--- config.mk ---
export PLATFORM = sky130hd
export DESIGN_NAME = lag_counter
export DESIGN_NICKNAME = d
export VERILOG_FILES = /design/src/rtl/lag_counter.sv
export SDC_FILE = /design/constraint.sdc
export NUM_CORES = 1
export LEC_CHECK = 0
export BUFFER_PORTS_ARGS = -buffer_cell sky130_fd_sc_hd__buf_4
export CORE_MARGIN = 3
export CORE_UTILIZATION = 55
export DETAILED_ROUTE_END_ITERATION = 7
export PLACE_DENSITY = 0.74
export REMOVE_ABC_BUFFERS = 1
export SLEW_MARGIN = 5
export SYNTH_ARGS = -nofsm -noshare
export SYNTH_HDL_FRONTEND = slang
export SYNTH_SLANG_ARGS = --single-unit
--- constraint.sdc ---
create_clock -name clock -period 2.15 [get_ports clock]
set_input_delay 0.43 -clock clock [delete_from_list [all_inputs] [get_ports clock]]
set_output_delay 0.43 -clock clock [all_outputs]
set_load 0.005 [all_outputs]
--- src/rtl/lag_counter.sv ---
// lag_counter: display-lag meter; counts BCD ticks from starttrigger to the filtered photo-sensor rise.
// Optional LAG_MIN_EN macro adds min_bcdcount, the smallest valid result since reset.
module lag_counter #(
  parameter int unsigned TICK_DIV      = 100,
  parameter int unsigned SENSOR_FILTER = 16,
  parameter logic [23:0] TIMEOUT_BCD   = 24'h999999
) (
  input  logic        clock,
  input  logic        reset_n,
  input  logic        starttrigger,
  input  logic        sensor,
  output logic [23:0] bcdcount,
  output logic        result_valid,
  output logic        busy,
  output logic        timeout
`ifdef LAG_MIN_EN
  ,
  output logic [23:0] min_bcdcount
`endif
);

  localparam int unsigned PW = (TICK_DIV > 1) ? $clog2(TICK_DIV) : 1;
  localparam int unsigned FW = (SENSOR_FILTER > 1) ? $clog2(SENSOR_FILTER) : 1;
  localparam logic [PW-1:0] PRESC_LAST = PW'(TICK_DIV - 1);
  localparam logic [FW-1:0] FILT_LAST  = FW'(SENSOR_FILTER - 1);

  typedef enum logic [1:0] {IDLE, COUNTING, DONE} state_t;

  state_t        state_q, state_d;
  logic          sync1, sync2, filt;
  logic [FW-1:0] fcnt;
  logic          detect;
  logic [PW-1:0] presc;
  logic [23:0]   count, count_next;
  logic          tick, counting, timeout_hit;

  function automatic logic [23:0] bcd_inc(input logic [23:0] v);
    logic [23:0] r;
    logic        carry;
    r     = v;
    carry = 1'b1;
    for (int unsigned i = 0; i < 6; i++) begin
      if (carry) begin
        if (r[4*i +: 4] == 4'd9) begin
          r[4*i +: 4] = 4'd0;
        end else begin
          r[4*i +: 4] = r[4*i +: 4] + 4'd1;
          carry       = 1'b0;
        end
      end
    end
    return r;
  endfunction

  // Filtered level flips on the SENSOR_FILTER-th consecutive differing synced sample.
  always_ff @(posedge clock) begin
    if (!reset_n) begin
      sync1 <= 1'b0;
      sync2 <= 1'b0;
      filt  <= 1'b0;
      fcnt  <= '0;
    end else begin
      sync1 <= sensor;
      sync2 <= sync1;
      if (sync2 == filt) begin
        fcnt <= '0;
      end else if (fcnt == FILT_LAST) begin
        filt <= sync2;
        fcnt <= '0;
      end else begin
        fcnt <= fcnt + FW'(1);
      end
    end
  end

  always_comb begin
    detect      = ~filt & sync2 & (fcnt == FILT_LAST);
    counting    = (state_q == COUNTING);
    tick        = (presc == PRESC_LAST);
    count_next  = tick ? bcd_inc(count) : count;
    timeout_hit = counting & (count == TIMEOUT_BCD);
  end

  always_ff @(posedge clock) begin
    if (!reset_n) state_q <= IDLE;
    else          state_q <= state_d;
  end

  always_comb begin
    state_d = state_q;
    case (state_q)
      IDLE:     if (starttrigger) state_d = COUNTING;
      COUNTING: begin
        if (starttrigger)                state_d = COUNTING;
        else if (timeout_hit || detect)  state_d = DONE;
      end
      DONE:     if (starttrigger) state_d = COUNTING;
      default:  state_d = IDLE;
    endcase
  end

  always_comb begin
    busy = (state_q == COUNTING);
  end

  // The result includes a tick landing on the detect edge itself, giving floor(N/TICK_DIV).
  always_ff @(posedge clock) begin
    if (!reset_n) begin
      presc        <= '0;
      count        <= '0;
      bcdcount     <= '0;
      result_valid <= 1'b0;
      timeout      <= 1'b0;
`ifdef LAG_MIN_EN
      min_bcdcount <= 24'h999999;
`endif
    end else begin
      result_valid <= 1'b0;
      if (starttrigger) begin
        presc <= '0;
        count <= '0;
      end else if (counting) begin
        if (timeout_hit) begin
          bcdcount <= 24'h999999;
          timeout  <= 1'b1;
        end else begin
          presc <= tick ? '0 : presc + PW'(1);
          count <= count_next;
          if (detect) begin
            bcdcount     <= count_next;
            result_valid <= 1'b1;
            timeout      <= 1'b0;
`ifdef LAG_MIN_EN
            if (count_next < min_bcdcount) min_bcdcount <= count_next;
`endif
          end
        end
      end
    end
  end

endmodule

# Word-level counts from Yosys, hierarchy flattened
# Cells that the tools add are included.
dict set report op_classes {
  addsub 8
  n_eq_ne 14
  muxes 31
  n_bitwise 9
  reduce_logical 11
}
# operator n
set op_table {}
lappend op_table {{$mux 24} 3}
lappend op_table {{$mux 4} 11}
lappend op_table {{$add 4x1->4 const B} 7}
lappend op_table {{$eq 4x4->1 const B} 7}
lappend op_table {{$eq 24x24->1 const B} 1}
lappend op_table {{$mux 1} 12}
lappend op_table {{$add 7x1->7 const B} 1}
lappend op_table {{$eq 7x7->1 const B} 1}
lappend op_table {{$mux 7} 1}
lappend op_table {{$mux 2} 3}
lappend op_table {{$not 1->1} 6}
lappend op_table {{$reduce_and 2->1} 3}
lappend op_table {{$pmux 2 s2} 1}
lappend op_table {{$reduce_or 2->1} 2}
lappend op_table {{$reduce_or 4->1} 1}
lappend op_table {{$and 1x1->1} 3}
lappend op_table {{$ne 3x2->1 const B} 1}
lappend op_table {{$reduce_and 3->1} 1}
lappend op_table {{$reduce_or 3->1} 1}
lappend op_table {{$eq 2x1->1 const B} 1}
lappend op_table {{$eq 2x2->1 const B} 1}
lappend op_table {{$logic_not 2->1} 1}
lappend op_table {{$ne 2x1->1 const B} 1}
lappend op_table {{$reduce_bool 2->1} 1}
lappend op_table {{2 further kinds} 2}
dict set report totals {
  ff_bits 66
  inputBits 4
  out_inout_bits 27
  word_cells 83
}

# Depth between registers and ports, before layout
# Gate-level depths: netlist of the first run.
dict set report depth {
  depth_word 10
  depth_mapped 8
}

# Least setup slack after synthesis of the first run
# Ideal clock, no wire load.
dict set report synth_path {
  path_kind {flip-flop to flip-flop}
  start {register count[10]}
  end {register count[22]}
  arrival_ns 1.877
  slack_ns 0.202
  stages_incl_launch_ff 7
  n_path_buf 1
  path_cell_list {dfxtp_1 buf_6 and4bb_2 nand4_4 or4_4 or3_1 a21oi_1}
}
dict set report synth_between {
  elab_chain_len 7
  word_cells_on_any_way 11
  cone_classes {2 x eq/ne; 6 x mux; 2 x bitwise; 1 x reduce/logical}
}
# item line_no
set synth_lines {}
lappend synth_lines {{start: declaration} 34} ;# logic [23:0] count, count_next;
lappend synth_lines {{start signal: assignment} 128} ;# count <= count_next;
lappend synth_lines {{$eq 4x4->1} 44} ;# if (r[4*i +: 4] == 4'd9) begin
lappend synth_lines {{$mux 1} 44}
lappend synth_lines {{$mux 1 (3 in series)} 43} ;# if (carry) begin
lappend synth_lines {{$mux 4} 43}
lappend synth_lines {{$mux 24} 80} ;# count_next = tick ? bcd_inc(count) : count;
# Parallel ways exist; a longest one is shown, timed or not.
# A chain may end at the register's enable or synchronous reset.

# Final worst setup path of the first run
dict set report layout_path {
  start {register count[6]}
  end {register count[22]}
}
dict set report layout_between {
  elab_chain_len 8
  word_cells_on_any_way 12
  cone_classes {2 x eq/ne; 7 x mux; 2 x bitwise; 1 x reduce/logical}
}
# item line_no
set layout_lines {}
lappend layout_lines {{$eq 4x4->1} 44}
lappend layout_lines {{$mux 1} 44}
lappend layout_lines {{$mux 1 (4 in series)} 43}
lappend layout_lines {{$mux 4} 43}
lappend layout_lines {{$mux 24} 80}
# Parallel ways exist; a longest one is shown, timed or not.

==> impl_metrics.csv, run 1 <==
group,metric,value,unit
status,status,"complete, no violations",
timing,rsz0062_at_grt,"no",
power,p_per_area,595,nW/µm²
logic_synthesis,muxShareOfSynthArea,0.0183,
placement,place_area,3750,µm²
floorplan,rows,27,
detailed_routing,ant_nets,0,
placement,place_ws,134,ps
floorplan,start_util,0.583,
logic_synthesis,synth_cells,369,
critical_path,rr_startpoint,"count[6]",
detailed_routing,drt_first_pass_iters,7,
critical_path,worstSetupPathType,"flop to flop",
detailed_routing,drt-total-wl,8140,µm
critical_path,critPathArrivalTime,2310,ps
logic_synthesis,synth_adder_area_share,0.0114,
layout,final_area,3960,µm²
worst_hold_path,min_path_cells,2,
critical_path,worstReg2RegEnd,"count[22]",
critical_path,worstSetupEndpoint,"count[22]",
logic_synthesis,synth_xor_area_frac,0.0479,
timing,post-route-period-util,0.943,
flow_run,maxCapViolations,0,
power,p_leak,1.50,nW
logic_synthesis,syn_area_per_cell,8.91,µm²
layout,nets,428,
placement,io_buffers,30,
grt,grt_pass1_wl,13500,µm
clock_tree,tritoncts,"built",
floorplan,die-width,83.3,µm
critical_path,critPathLaunch,"count[6]",
critical_path,worstSetupStartpointType,"flop",
logic_synthesis,syn_area,3290,µm²
critical_path,cp_slowest_cell,"or4_4",
worst_hold_path,holdCritPathClass,"input pin to flop",
grt,antenna_found_initial,0,
timing,hold-worst-slack,287,ps
critical_path,max_stage_delay,580,ps
timing,fmax,493,MHz
critical_path,path_cells,"and4bb_2 -> nand4_4 -> or4_4 -> or3_1 -> a21oi_1",
critical_path,crit_fanout,9,
logic_synthesis,ys_seq_area_frac,0.402,
layout,area_delta_synth_final,20.4,%
logic_synthesis,synth_top_family_by_area,"simple AND/OR/NAND/NOR gates",
timing,setup_tns,0,ps
floorplan,design.portCount,31,
detailed_routing,vias,3009,
clock_tree,clockBufferDepth,2,
clock_tree,insertion_delay,350,ps
layout,final_common_cell,"dfxtp_1",
power,ir_worst_vdd,0.558,mV
detailed_routing,dr.max_layer_used,"met4",
grt,grt_pass1_vias,2844,
timing,setup_viol,0,
logic_synthesis,ys_ff_latch,66,
layout,antennaDiodeCount,0,
placement,gp_congestion,0.843,
floorplan,fp.dieArea,6940,µm²
detailed_routing,drc,0,
logic_synthesis,ys_warn_count,0,
timing,slew_viol_final,0,
layout,layout-drive-gt1-share,0.254,
layout,mostFrequentLayoutCells,"dfxtp_1 (65), buf_4 (62), a21oi_1 (30)",
logic_synthesis,synth_edf_count,0,
logic_synthesis,synth_compound_area_frac,0.214,
timing,max_slew_margin,0.730,
clock_tree,numCtsBuffers,9,
timing,worst_slack,124,ps
grt,grt_max_degree,23,
critical_path,regToRegSetupSlack,120,ps
critical_path,worstRegToRegCells,5,
detailed_routing,routedLengthMet1,3760,µm
timing,final-hold-violation-count,0,
timing,skew,5.31,ps
detailed_routing,met3WireLength,452,µm
logic_synthesis,yosys.area_share.simple,0.255,
power,power,0.00236,W
grt,grt_use_total,0.241,
floorplan,die_y,83.3,µm
detailed_routing,wl_per_cell,16.3,µm
logic_synthesis,yosysUniqueCellTypes,62,
clock_tree,cts_root_buf,"clkbuf_8",
clock_tree,cts_sinks,66,
detailed_routing,wl_met2,3760,µm
timing,tightest_slew,401,ps
placement,dp_hpwl,5740,µm
grt,overflow,0,
critical_path,end_kind,"flop",
floorplan,coreArea,5640,µm²
logic_synthesis,async_flop_share,0,
detailed_routing,drt_first_iter_violations,261,
clock_tree,clk_pin_slew,70,ps
critical_path,crit_required,2430,ps
clock_tree,htreeDepth,3,
timing,finalCriticalPeriod,2030,ps
detailed_routing,vias_per_cell,6.04,
logic_synthesis,synthFlopType,"dfxtp_1",
[synthesized netlist by cell type (9+ instances only)]
| master | count | area share |
|---|---|---|
| o21ai_0 | 21 | 0.032 |
| dfxtp_1 | 66 | 0.40 |
| nor2_1 | 21 | 0.024 |
| nand4_1 | 10 | 0.019 |
| o2bb2ai_1 | 12 | 0.032 |
| xnor2_1 | 11 | 0.029 |
| nor2b_1 | 9 | 0.017 |
| o221a_2 | 9 | 0.031 |
| inv_1 | 13 | 0.015 |
| clkbuf_1 | 10 | 0.011 |
| or3_1 | 12 | 0.023 |
| buf_2 | 9 | 0.014 |
| nand3_1 | 16 | 0.024 |
| a21oi_1 | 30 | 0.046 |
| nand2_1 | 23 | 0.026 |
[registers in the layout, summed over array words and instances, names as in the netlist]
| signal | cells |
|---|---|
| bcdcount | 24 |
| fcnt | 4 |
| count | 24 |
| presc | 7 |
| result_valid | 1 |
| sync1 | 1 |
| state_q | 2 |
| filt | 1 |
| timeout | 1 |
| sync2 | 1 |
[worst max-delay path: cells and delay by family, from the launching register on]
kind | cells | cell delay, ps
DFF | 1 | 370
and+or+nand+nor | 4 | 1460
AOI/OAI and AO/OA | 1 | 140
[cells by family after synthesis]
logic type	count (synthesis)
DFF	66
buffers and inverters	36
AOI/OAI and AO/OA	103
xor gates and xnor gates	18
muxes	6
adders and majority gates	3
and+or+nand+nor	137
[how the worst min path moves through the flow]
stage,startpoint,end,slack (ps)
2_1_floorplan,sync1,sync2,410
3_3_place_gp,fcnt[0],fcnt[0],430
3_5_place_dp,sync1,sync2,440
4_1_cts,sensor,sync1,280
5_1_grt,sensor,sync1,280
6_report,sensor,sync1,290
[layer usage]
metal,track usage,up-vias
met5,0,-
met4,0.119,0
met3,0.0526,16
met2,0.373,88
met1,0.315,1437
li1,-,1468
[timing repair]
action / in CTS / in global routing
gates resized for setup: 0 / 2
hold buffers: 0 / 0
setup endpoints to repair: 0 / 3
buffers inserted: 0 / 2
[layout make-up]
class                   instances  area, µm²
well taps                      72       90.1
fillers                       446       1680
inverters                      13       48.8
flip-flops and latches         66       1320
multi-input cells             267       1800
repair buffers                 64        505
clock buffers                   9        124
clock inverters                 7       70.1
[per-stage QoR]
step                      cells  utilization
final                       498        0.702
after floorplan             346            -
after CTS                   496        0.699
after global placement      480        0.664
after global routing        498        0.702
after detailed placement    480        0.664
[power breakdown]
part	total (W)	internal, W	switching, W
sequential	0.00123	0.00123	0.00000552
combinational	0.0000976	0.0000313	0.0000663
clock	0.00102	0.000530	0.000495
No activity file was read; power rests on OpenSTA's default activity.
==> run 2, diff against run 1 <==
- MAX_ROUTING_LAYER: default -> met4
==> impl_metrics.csv, run 2 (same netlist as run 1, synthesis figures left out) <==
group,metric,value,unit
timing,slew_viol_final,0,
timing,setup_tns,0,ps
detailed_routing,drt_first_iter_violations,276,
grt,grt_pass1_wl,13500,µm
clock_tree,tritoncts,"built",
critical_path,crit_required,2440,ps
layout,area_delta_synth_final,20.4,%
timing,skew,4.98,ps
layout,nets,428,
critical_path,rr_startpoint,"count[6]",
critical_path,worstRegToRegCells,5,
power,ir_worst_vdd,0.558,mV
floorplan,coreArea,5640,µm²
clock_tree,insertion_delay,350,ps
timing,post-route-period-util,0.941,
grt,antenna_found_initial,0,
worst_hold_path,min-delay-start,"sensor",
clock_tree,cts_root_buf,"clkbuf_8",
detailed_routing,drc,0,
flow_run,maxCapViolations,0,
layout,reg.largest.list,"bcdcount x24, count x24, presc x7",
clock_tree,clk_pin_slew,70,ps
layout,layout-drive-gt1-share,0.254,
placement,io_buffers,30,
grt,overflow,0,
timing,tightest_slew,401,ps
floorplan,fp.dieArea,6940,µm²
floorplan,die_y,83.3,µm
critical_path,crit_fanout,9,
power,p_per_area,596,nW/µm²
floorplan,design.portCount,31,
clock_tree,ctsHoldBuffers,0,
detailed_routing,ant_nets,0,
critical_path,regToRegSetupSlack,130,ps
layout,regArea,1320,µm²
timing,max_slew_margin,0.730,
layout,final_util,0.702,
layout,multi_input_area,1800,µm²
clock_tree,htreeDepth,3,
worst_hold_path,min_path_cells,2,
floorplan,rows,27,
timing,fmax,494,MHz
critical_path,worstSetupPathType,"flop to flop",
critical_path,end_kind,"flop",
detailed_routing,vias_per_cell,6.03,
floorplan,die-width,83.3,µm
floorplan,start_util,0.583,
placement,gp_congestion,0.857,
critical_path,critPathArrivalTime,2310,ps
layout,final_area,3960,µm²
placement,place_area,3750,µm²
grt,grt_use_total,0.247,
layout,fillCellCount,446,
detailed_routing,vias,3001,
detailed_routing,drt-total-wl,8140,µm
worst_hold_path,holdCritPathClass,"input pin to flop",
detailed_routing,wl_per_cell,16.3,µm
worst_hold_path,hold_end,"sync1",
status,status,"complete, no violations",
detailed_routing,drt_first_pass_iters,5,
layout,final_common_cell,"dfxtp_1",
critical_path,worstSetupStartpointType,"flop",
grt,grt_max_degree,23,
clock_tree,numCtsBuffers,9,
layout,antennaDiodeCount,0,
clock_tree,clockBufferDepth,2,
placement,dp_hpwl,5740,µm
critical_path,worstReg2RegEnd,"count[22]",
timing,rsz0062_at_grt,"no",
timing,setup_viol,0,
clock_tree,cts_sinks,66,
grt,grt_pass1_vias,2845,
layout,mostFrequentLayoutCells,"dfxtp_1 (65), buf_4 (62), a21oi_1 (30)",
power,p_leak,1.50,nW
timing,finalCriticalPeriod,2020,ps
timing,final-hold-violation-count,0,
## run 2: layout make-up
type | instances | area share
multi-input cells | 267 | 0.454
flip-flops and latches | 66 | 0.334
repair buffers | 64 | 0.128
clock buffers | 9 | 0.0313
well taps | 72 | 0.0228
clock inverters | 7 | 0.0177
inverters | 13 | 0.0123
## run 2: routing by layer
| metal | global-route usage | part of all wire | vias to the layer above |
|---|---|---|---|
| li1 | - | - | 1468 |
| met2 | 0.373 | 0.46 | 87 |
| met4 | 0.119 | 0.023 | 0 |
| met1 | 0.315 | 0.46 | 1428 |
| met5 | - | 0 | - |
| met3 | 0.0526 | 0.052 | 18 |
## run 2: repair_timing
| item | 4_1_cts | 5_1_grt |
|---|---|---|
| setup buffers | 0 | 2 |
| gates resized for setup | 0 | 2 |
| setup endpoints to repair | 0 | 3 |
## run 2: critical path: stages, from the launching register on
cell      delay [ps]
dfxtp_1          370
and4bb_2         370
nand4_4          190
or4_4            580
or3_1            320
a21oi_1          140
## run 2: report_power, final
part	internal, W	switching, W
logic	0.0000313	0.0000664
clock network	0.000530	0.000497
registers	0.00123	0.00000553
## run 2: worst max-delay path by stage
stage	from	endpoint	slack (ps)
finish	count[6]	count[22]	130
global route	presc[5]	count[20]	10
CTS	presc[2]	count[6]	110
detailed placement	presc[2]	count[6]	130
global placement	count[14]	presc[5]	180
floorplan	count[10]	count[0]	40
## run 2: metrics by stage
step | power (W) | hold WS, ps | setup slack [ps] | instances
global placement | 0.00136 | 429 | 178 | 480
finish | 0.00236 | 285 | 126 | 498
floorplan | 0.00131 | 412 | 35.8 | 346
detailed placement | 0.00136 | 439 | 134 | 480
CTS | 0.00237 | 276 | 110 | 496
global route | 0.00245 | 279 | 14.4 | 498
==> run 3, diff against run 2 <==
- CORE_UTILIZATION: 55 -> 45
- PLACE_DENSITY: 0.74 -> 0.62
- SKIP_LAST_GASP: default -> 1
==> impl_metrics.csv, run 3 (same netlist as run 1, synthesis figures left out) <==
group,metric,value,unit
floorplan,rows,30,
layout,reg.largest.list,"bcdcount x24, count x24, presc x7",
critical_path,path_cells,"and4bb_2 -> nand4_4 -> or4_4 -> or3_1 -> a21oi_1",
placement,gp_congestion,0.867,
detailed_routing,drc,0,
critical_path,end_kind,"flop",
timing,finalCriticalPeriod,2070,ps
critical_path,rr_startpoint,"count[9]",
clock_tree,clockBufferDepth,2,
layout,layout-drive-gt1-share,0.241,
worst_hold_path,min_path_cells,2,
critical_path,worstRegToRegCells,5,
timing,tightest_slew,395,ps
timing,post-route-period-util,0.962,
layout,multi_input_area,1800,µm²
critical_path,max_stage_delay,580,ps
power,p_per_area,599,nW/µm²
timing,hold-worst-slack,288,ps
critical_path,crit_required,2420,ps
clock_tree,numCtsBuffers,9,
placement,io_buffers,30,
worst_hold_path,hold_end,"sync1",
floorplan,fp.dieArea,8370,µm²
layout,nets,426,
layout,final_util,0.573,
critical_path,regToRegSetupSlack,80,ps
power,p_leak,1.50,nW
worst_hold_path,holdCritPathClass,"input pin to flop",
layout,area_delta_synth_final,21.0,%
detailed_routing,vias_per_cell,5.65,
critical_path,critPathArrivalTime,2340,ps
timing,max_slew_margin,0.737,
clock_tree,htreeDepth,3,
timing,slew_viol_final,0,
layout,fillCellCount,631,
clock_tree,tritoncts,"built",
detailed_routing,vias,2938,
critical_path,critPathLaunch,"count[9]",
detailed_routing,drt-total-wl,8150,µm
grt,antenna_found_initial,0,
grt,grt_use_total,0.212,
status,status,"complete, no violations",
grt,grt_pass1_wl,13800,µm
critical_path,crit_fanout,8,
detailed_routing,ant_nets,0,
floorplan,start_util,0.474,
layout,regArea,1320,µm²
grt,overflow,0,
grt,grt_max_degree,28,
clock_tree,clk_pin_slew,70,ps
detailed_routing,wl_per_cell,15.7,µm
detailed_routing,drt_first_iter_violations,115,
critical_path,worstSetupStartpointType,"flop",
floorplan,coreArea,6940,µm²
timing,rsz0062_at_grt,"yes",
layout,final_common_cell,"dfxtp_1",
layout,mostFrequentLayoutCells,"dfxtp_1 (66), buf_4 (59), a21oi_1 (30)",
floorplan,design.portCount,31,
timing,final-hold-violation-count,0,
critical_path,worstSetupPathType,"flop to flop",
timing,skew,7.96,ps
worst_hold_path,min-delay-start,"sensor",
clock_tree,cts_root_buf,"clkbuf_8",
clock_tree,ctsHoldBuffers,0,
detailed_routing,drt_first_pass_iters,6,
flow_run,maxCapViolations,0,
floorplan,die-width,91.5,µm
clock_tree,insertion_delay,350,ps
timing,fmax,484,MHz
floorplan,die_y,91.5,µm
placement,dp_hpwl,5690,µm
timing,setup_viol,0,
critical_path,cp_slowest_cell,"or4_4",
grt,grt_pass1_vias,2828,
critical_path,worstReg2RegEnd,"count[22]",
layout,antennaDiodeCount,0,
clock_tree,cts_sinks,66,
power,ir_worst_vdd,0.314,mV
[run 3: worst max-delay path by stage]
stage,end,slack [ps],cells after the start
after floorplan,count[0],40,5
after global placement,count[22],180,5
after detailed placement,count[22],90,5
after CTS,count[22],70,5
after global routing,count[22],-10,5
final,count[22],80,5
[run 3: repair_timing]
action / CTS / global route
buffers inserted: 0 / 1
endpoints found under the hold margin: 0 / 0
endpoints found under the setup margin: 0 / 2
gates resized for setup: 0 / 1
[run 3: where the power goes]
| group | total [W] | switching, W | internal [W] | leakage (nW) |
|---|---|---|---|---|
| clock | 0.00105 | 0.000483 | 0.000568 | 0.0966 |
| combinational | 0.0000979 | 0.0000666 | 0.0000314 | 0.875 |
| sequential | 0.00123 | 0.00000577 | 0.00123 | 0.533 |
[run 3: area by class of cell]
type / count / share of cell area
clock buffers: 12 / 0.0365
clock inverters: 4 / 0.0129
inverters: 13 / 0.0123
multi-input cells: 267 / 0.452
flip-flops and latches: 66 / 0.332
well taps: 96 / 0.0302
repair buffers: 62 / 0.124
[run 3: metal layers]
layer / global-route usage / wire length (µm)
met5: - / 0
met4: 0.0854 / 146
met3: 0.0522 / 435
met2: 0.320 / 3770
met1: 0.271 / 3800
[run 3: worst max-delay path, delay by kind of cell (launching register included)]
kind	cells	cell delay (ps)
AND/OR/NAND/NOR	4	1460
AO/OA/AOI/OAI	1	170
flip-flops	1	370
[run 3: per-stage QoR]
stage / cell area [µm²] / std cells / total power, W / setup TNS [ps] / setup WS [ps]
after detailed placement: 3770 / 503 / 0.00136 / 0 / 95.0
after CTS: 3970 / 519 / 0.00241 / 0 / 74.9
after floorplan: 3170 / 346 / 0.00131 / 0 / 35.8
after global placement: 3770 / 503 / 0.00136 / 0 / 181
final: 3980 / 520 / 0.00238 / 0 / 82.4
after global routing: 3980 / 520 / 0.00246 / -11.9 / -11.9
